[src/rtl/db_lcu_scheduler.sv]
// rtl/db_lcu_scheduler.sv - frame-level LCU sequencer above the deblocking core
module db_lcu_scheduler #(
    parameter int LCU_AW = 7
) (
    input  logic                  clk,
    input  logic                  rst_n,
    input  logic                  sys_start_i,
    input  logic [LCU_AW-1:0]     pic_w_lcu_i,
    input  logic [LCU_AW-1:0]     pic_h_lcu_i,
    input  logic                  lcu_rdy_i,
    output logic                  lcu_ack_o,
    input  logic                  out_busy_i,
    output logic                  db_start_o,
    input  logic                  db_done_i,
    output logic [LCU_AW-1:0]     lcu_x_o,
    output logic [LCU_AW-1:0]     lcu_y_o,
    output logic                  lcu_left_o,
    output logic                  lcu_top_o,
    output logic                  busy_o,
    output logic                  frame_done_o,
    output logic [2*LCU_AW-1:0]   lcu_cnt_o
);

    typedef enum logic [2:0] {
        S_IDLE  = 3'd0,
        S_WAIT  = 3'd1,
        S_START = 3'd2,
        S_RUN   = 3'd3,
        S_NEXT  = 3'd4,
        S_DONE  = 3'd5
    } state_t;

    localparam logic [LCU_AW-1:0]   ONE_C = LCU_AW'(1);
    localparam logic [2*LCU_AW-1:0] ONE_N = (2*LCU_AW)'(1);

    state_t                state;
    logic [LCU_AW-1:0]     w_q;
    logic [LCU_AW-1:0]     h_q;
    logic [LCU_AW-1:0]     x_q;
    logic [LCU_AW-1:0]     y_q;
    logic [2*LCU_AW-1:0]   cnt_q;

    always_ff @(posedge clk or negedge rst_n) begin
        if (!rst_n) begin
            state <= S_IDLE;
            w_q   <= '0;
            h_q   <= '0;
            x_q   <= '0;
            y_q   <= '0;
            cnt_q <= '0;
        end else begin
            case (state)
                S_IDLE: begin
                    if (sys_start_i) begin
                        w_q   <= pic_w_lcu_i;
                        h_q   <= pic_h_lcu_i;
                        x_q   <= '0;
                        y_q   <= '0;
                        cnt_q <= '0;
                        // An empty picture still reports frame completion.
                        if (pic_w_lcu_i == '0 || pic_h_lcu_i == '0)
                            state <= S_DONE;
                        else
                            state <= S_WAIT;
                    end
                end
                S_WAIT: begin
                    if (lcu_rdy_i && !out_busy_i)
                        state <= S_START;
                end
                S_START: state <= S_RUN;
                S_RUN: begin
                    if (db_done_i)
                        state <= S_NEXT;
                end
                S_NEXT: begin
                    cnt_q <= cnt_q + ONE_N;
                    if (x_q == w_q - ONE_C) begin
                        if (y_q == h_q - ONE_C) begin
                            state <= S_DONE;
                        end else begin
                            x_q   <= '0;
                            y_q   <= y_q + ONE_C;
                            state <= S_WAIT;
                        end
                    end else begin
                        x_q   <= x_q + ONE_C;
                        state <= S_WAIT;
                    end
                end
                S_DONE:  state <= S_IDLE;
                default: state <= S_IDLE;
            endcase
        end
    end

    // Handshake outputs decode the state register only, never the inputs.
    assign db_start_o   = (state == S_START);
    assign lcu_ack_o    = (state == S_START);
    assign frame_done_o = (state == S_DONE);
    assign busy_o       = (state != S_IDLE);
    assign lcu_x_o      = x_q;
    assign lcu_y_o      = y_q;
    assign lcu_left_o   = (x_q == '0);
    assign lcu_top_o    = (y_q == '0);
    assign lcu_cnt_o    = cnt_q;

endmodule

[config.mk]
export PLATFORM = sky130hd
export DESIGN_NAME = db_lcu_scheduler
export DESIGN_NICKNAME = d
export VERILOG_FILES = /design/src/rtl/db_lcu_scheduler.sv
export SDC_FILE = /design/constraint.sdc
export NUM_CORES = 1
export LEC_CHECK = 0
export BUFFER_PORTS_ARGS = -buffer_cell sky130_fd_sc_hd__buf_2
export CORE_ASPECT_RATIO = 0.5
export CORE_UTILIZATION = 55
export DETAILED_ROUTE_END_ITERATION = 12
export PLACE_DENSITY = 0.8
export SLEW_MARGIN = 5
export SYNTH_ARGS = -nofsm -noshare
export SYNTH_HDL_FRONTEND = slang
export SYNTH_SLANG_ARGS = --single-unit
[constraint.sdc]
create_clock -name clk -period 2.76 [get_ports clk]
set_input_delay 0.138 -clock clk [delete_from_list [all_inputs] [get_ports clk]]
set_output_delay 0.138 -clock clk [all_outputs]
set_load 0.01 [all_outputs]
==> Yosys cells after proc, flatten, opt, wreduce, memory -nomap -nowiden <==
Index checks and enable logic that the tools add are counted.
{ "totals": {"register_bits": 45, "input_bits": 20, "out_inout_bits": 34, "elab_cells": 55} }
{ "classes": {"addsub": 5, "eq_ne": 13, "n_mux": 16, "reduce_logical": 15} }
{ "ops": {"columns": ["operator", "count"], "rows": [
  ["$mux W7", 5],
  ["$logic_not A7 Y1", 4],
  ["$pmux W14 S2", 1],
  ["$pmux W7 S2", 2],
  ["$mux W3", 6],
  ["$pmux W3 S5", 1],
  ["$add A14 B1 Y14 const B", 1],
  ["$add A7 B1 Y7 const B", 2],
  ["$eq A7 B7 Y1", 2],
  ["$mux W14", 1],
  ["$sub A7 B1 Y7 const B", 2],
  ["$ne A2 B2 Y1 const B", 5],
  ["$eq A3 B2 Y1 const B", 2],
  ["$eq A3 B3 Y1 const B", 2],
  ["$reduce_and A3 Y1", 2],
  ["$reduce_and A2 Y1", 2],
  ["$reduce_and A4 Y1", 1],
  ["$eq A3 B1 Y1 const B", 1],
  ["$logic_not A3 Y1", 1],
  ["$ne A3 B3 Y1 const B", 1],
  ["$reduce_bool A3 Y1", 1],
  ["$reduce_bool A2 Y1", 1],
  ["$logic_and A1 B1 Y1", 1],
  ["$logic_not A1 Y1", 1],
  ["$logic_or A1 B1 Y1", 1]
]} }

==> Longest topological paths before layout <==
{ "depth": {"depth_word": 5, "ltp_mapped": 9, "ltp_nobuf": 9} }

==> Worst setup path after synthesis <==
OpenSTA, ideal clock, no wires.
{ "synth_path": {"kind": "register to register", "start": "reg w_q[0]", "end": "reg y_q[0], in the netlist lcu_y_o[0]", "setup_time_ps": 125, "t_arrival_ps": 2201, "required_ps": 2635, "path_slack_ps": 434, "path_stages_with_launch": 9, "n_path_buf": 0, "period_less_slack_ps": 2326, "path_cell_list": "dfrtp_1 -> inv_1 -> ha_1 -> or4_1 -> a211oi_2 -> a211oi_2 -> nor3_4 -> o21ai_2 -> mux2_2"} }
{ "synth_via": {"elab_chain_len": 4} }
{ "synth_rtl": {"columns": ["element", "line", "source"], "rows": [
  ["start: declaration", "37", "logic [LCU_AW-1:0] w_q;"],
  ["start signal: assignment", "55", "w_q <= pic_w_lcu_i;"],
  ["$sub A7 B1 Y7", "78", "if (x_q == w_q - ONE_C) begin"],
  ["$eq A7 B7 Y1", "78", null],
  ["$ne A2 B2 Y1 (no line)", null, null],
  ["$reduce_and A4 Y1 (no line)", null, null],
  ["end signal: assignment", "83", "y_q <= y_q + ONE_C;"],
  ["end: declaration", "40", "logic [LCU_AW-1:0] y_q;"]
]} }
Every way passes these cells.
A chain may end at the register's enable or synchronous reset.

==> Final worst setup path <==
Same ends and word-level chain as after synthesis.

==> results.txt <==
The clock latency at the later pin of the worst-skew pair is 0.29 ns. The number of synthesized register bits came out at 45. The summed negative setup slack over all endpoints is 0 ns. The routed design has 5920 um of wire. The final hold violation count came to 0. The worst endpoint data arrival time is 2.70 ns.

In the synthesized netlist, the cells that appear most often are dfrtp_1, nand2_1, o21ai_0. In this run, synthesis inferred 0 flip-flops with an integrated enable. Of the cells placed in the final design, the portion with a size suffix greater than 1 is 26.3%. The number of filler cells placed in the layout came out at 369. The max-slew headroom at the worst pin came out at 31.6%. The clock input transition at the sequential cells of the worst setup and hold paths came out at 0.08 ns.

The area added between synthesis and finish came out at 15.2%. Power spread over the standard cell area amounts to 811 nW/um2. The total global-route track usage is 24.3%.

The worst-case setup slack after placement came out at 0.162 ns. The final-report max-slew violation count is 0. STA classifies the critical path startpoint as a register. The post-synthesis xor/xnor area fraction came out at 5.55%. The area of the die came out at 5180 um2. The maximum clock skew at final layout is 0.00481 ns.

The synthesized design devotes to its leading area cell type 41.9% of total area. The arithmetic-cell share of the synthesized area counting full adders, half adders and majority gates came out at 3.26%. The tightest hold margin is 0.0249 ns. Setup slack on the worst reg-to-reg path comes out at 0.24 ns.

The fraction of synthesis flops using an asynchronous set or reset pin came out at 100%. The shortest period the worst path allows is 2.52 ns. The fraction of met1 tracks used by global routing came out at 34.8%.

The count of warnings emitted by yosys is 0. The post-detailed-route via-to-cell ratio is 5.56. The static leakage power came out at 1.51 nW. The sequential standard cell area came out at 1130 um2. The post-synthesis instance total is 287. The number of rows in the core area came out at 17. The die is 51.4 um tall. The critical path in this run is classified as register to register. Setup violations remaining at the end of the flow were counted as 0. The part of the cycle the worst path needs is 91.5%. The number of different library cells used by synthesis comes to 45. The final cell count without fillers is 405. dfrtp_1 takes more of the synthesized area than any other cell. The tightest min-delay check is of the input pin to asynchronous set/reset pin type.

The synthesized area per cell came out at 9.36 um2. The sum of overflow across all layers after global routing came out at 0. The number of H-tree branching levels is 2. After Yosys synthesis, and, or, nand and nor cells account for 22.2% of the synthesized area. The maximum buffer depth of the clock tree came out at 2. The number of antenna violations at the first check in global routing is 0. Entering global routing, the biggest net connects 46 pins. The average wire per standard cell came out at 14.6 um.

After synthesis the cells add up to 2690 um2. The maximum vdd drop is 0.449 mV. In the post-route analysis, the smallest setup slack over all paths is 0.236 ns.

For this configuration, the core starts out at a cell density of 59.3%. The flow ran to the end, and the final reports show no timing, DRC or antenna violations. The multiplexer fraction of the synthesized cell area is 10.8%.

The post-synthesis compound-gate area fraction is 12.1%. For met2 alone, demand over resource in global routing was 37.9%. The peak clock frequency supported by timing came out at 0.396 GHz. The most used flip-flop cell after synthesis is dfrtp_1. Setup repair after global routing left no endpoint under its margin. The number of design-rule violations left by the first detailed-router iteration is 127. By area the synthesized netlist is led by dfrtp_1, mux2_2, nand2_1. The required time at the worst-slack endpoint came out at 2.94 ns.

The HPWL after detailed placement is 4330 um. The area of the core came out at 4530 um2. Clock tree synthesis selected as its root buffer the cell clkbuf_8. The number of iterations in the first detailed-routing pass came out at 4.

The worst setup path is captured at a register. The number of buffers created by CTS came out at 5. Measured in cells, the most critical reg-to-reg path has a length of 8. The tool flagged a number of max-cap violations equal to 0. The DRC violation count after routing came out at 0. The count of antenna-violating nets left after detailed routing came out at 0. The number of antenna diodes in the final layout is 0. The actual transition at the worst max-transition pin is 1.03 ns. Summing all multi-input logic gate instances after layout gives 1460 um2.

TritonCTS built the clock tree. 54 I/O pins were placed. Routability-driven placement finished with a final weighted congestion of 0.839. The dominant combinational cell family by area after synthesis is simple AND/OR/NAND/NOR gates. In this run, placement finished with an instance count of 399. The via count of the routed design is 2,253. The post-layout net count is 367.

The portion of the post-synthesis area used by sequential elements is 41.9%. The die is 101 um wide. Synthesis produced a netlist with a net count of 314. The number of global-route vias before repair is 2,087. CTS saw 45 sinks. The end of the worst register-to-register path is lcu_y_o[0]. The layer with the highest usage after global routing is met2. Among all cell types in the netlist, the one instantiated most often is dfrtp_1. The met3 routing resource usage after global routing came out at 5.06%.

The largest fanout on the critical path came out at 8. The first-pass GRT wire length is 9660 um. The worst register-to-register path begins at w_q[0]. Buffers placed on the I/O ports in this run total 53.
==> layer usage <==
| layer | up-vias | wire length [um] | part of all wire (%) |
|---|---|---|---|
| met5 | - | 0 | 0 |
| met4 | 0 | 40 | 0.68 |
| met3 | 4 | 249 | 4.2 |
| met2 | 47 | 2710 | 46 |
| met1 | 1082 | 2920 | 49 |
| li1 | 1120 | - | - |
==> registers in the layout, summed over array words and instances (netlist names) <==
name and cells:
w_q 7, lcu_x_o 7, h_q 7, state 3
lcu_y_o 7, lcu_cnt_o 14
==> worst max-delay path: stages, from the launching register on <==
cell and delay (ns):
dfrtp_1 0.46, inv_1 0.08, ha_1 0.27, or4_1 0.56, a211oi_2 0.25, a211oi_2 0.12
nor3_4 0.31, o21ai_2 0.09, mux2_2 0.27
==> power by group <==
part / internal [mW] / total, mW / leakage [nW] / switching (mW)
clock network: 0.167 / 0.385 / 0.0399 / 0.218
logic: 0.519 / 1.08 / 0.873 / 0.558
registers: 0.816 / 1.05 / 0.593 / 0.232
==> cells in the final DEF (no fill, tap or decap), types with 11 or more instances in the layout <==
master / count
buf_2: 53
dfrtp_1: 45
nand2_1: 36
o21ai_0: 19
inv_1: 18
mux2_2: 16
nand3_1: 12
nor2_1: 11
mux2i_1: 11
xnor2_1: 11
==> stage by stage <==
step	utilization [%]	power (mW)	area [um2]
finish	68.3	2.51	3090
global route	68.3	2.70	3090
CTS	68.1	2.51	3090
detailed placement	66.5	2.13	3010
global placement	66.5	2.07	3010
floorplan	-	1.84	2690
==> cell families (layout without fill, tap and decap cells) <==
family,count (synthesis),after routing
DFF,45,45
adders and majority gates,7,7
xor gates and xnor gates,17,17
buffers and inverters,28,80
muxes,27,27
AOI/OAI and AO/OA,50,50
and+or+nand+nor,113,113
==> worst max-delay path by stage <==
| stage | cells after the start | startpoint | end | slack, ns |
|---|---|---|---|---|
| final | 8 | w_q[0] | lcu_y_o[0] | 0.24 |
| after CTS | 9 | h_q[0] | lcu_x_o[6] | 0.14 |
| after global routing | 8 | w_q[0] | lcu_x_o[3] | 0.06 |
| after detailed placement | 9 | h_q[0] | lcu_x_o[6] | 0.16 |
| after floorplan | 8 | w_q[0] | lcu_y_o[0] | 0.43 |
| after global placement | 9 | h_q[0] | lcu_x_o[6] | 0.30 |
==> area by class of cell <==
type / count / area share (%)
clock buffers: 5 / 2.22
clock inverters: 1 / 0.162
repair buffers: 56 / 9.30
multi-input cells: 214 / 47.1
well taps: 66 / 2.67
flip-flops and latches: 45 / 36.4
inverters: 18 / 2.18
==> what timing repair did <==
action / 4_1_cts / 5_1_grt
endpoints found under the hold margin: 0 / 0
gates resized for setup: 0 / 2
hold buffers: 0 / 0
setup buffers: 0 / 0
setup endpoints to repair: 0 / 8
Note: power is estimated with default switching activity, not from simulation.
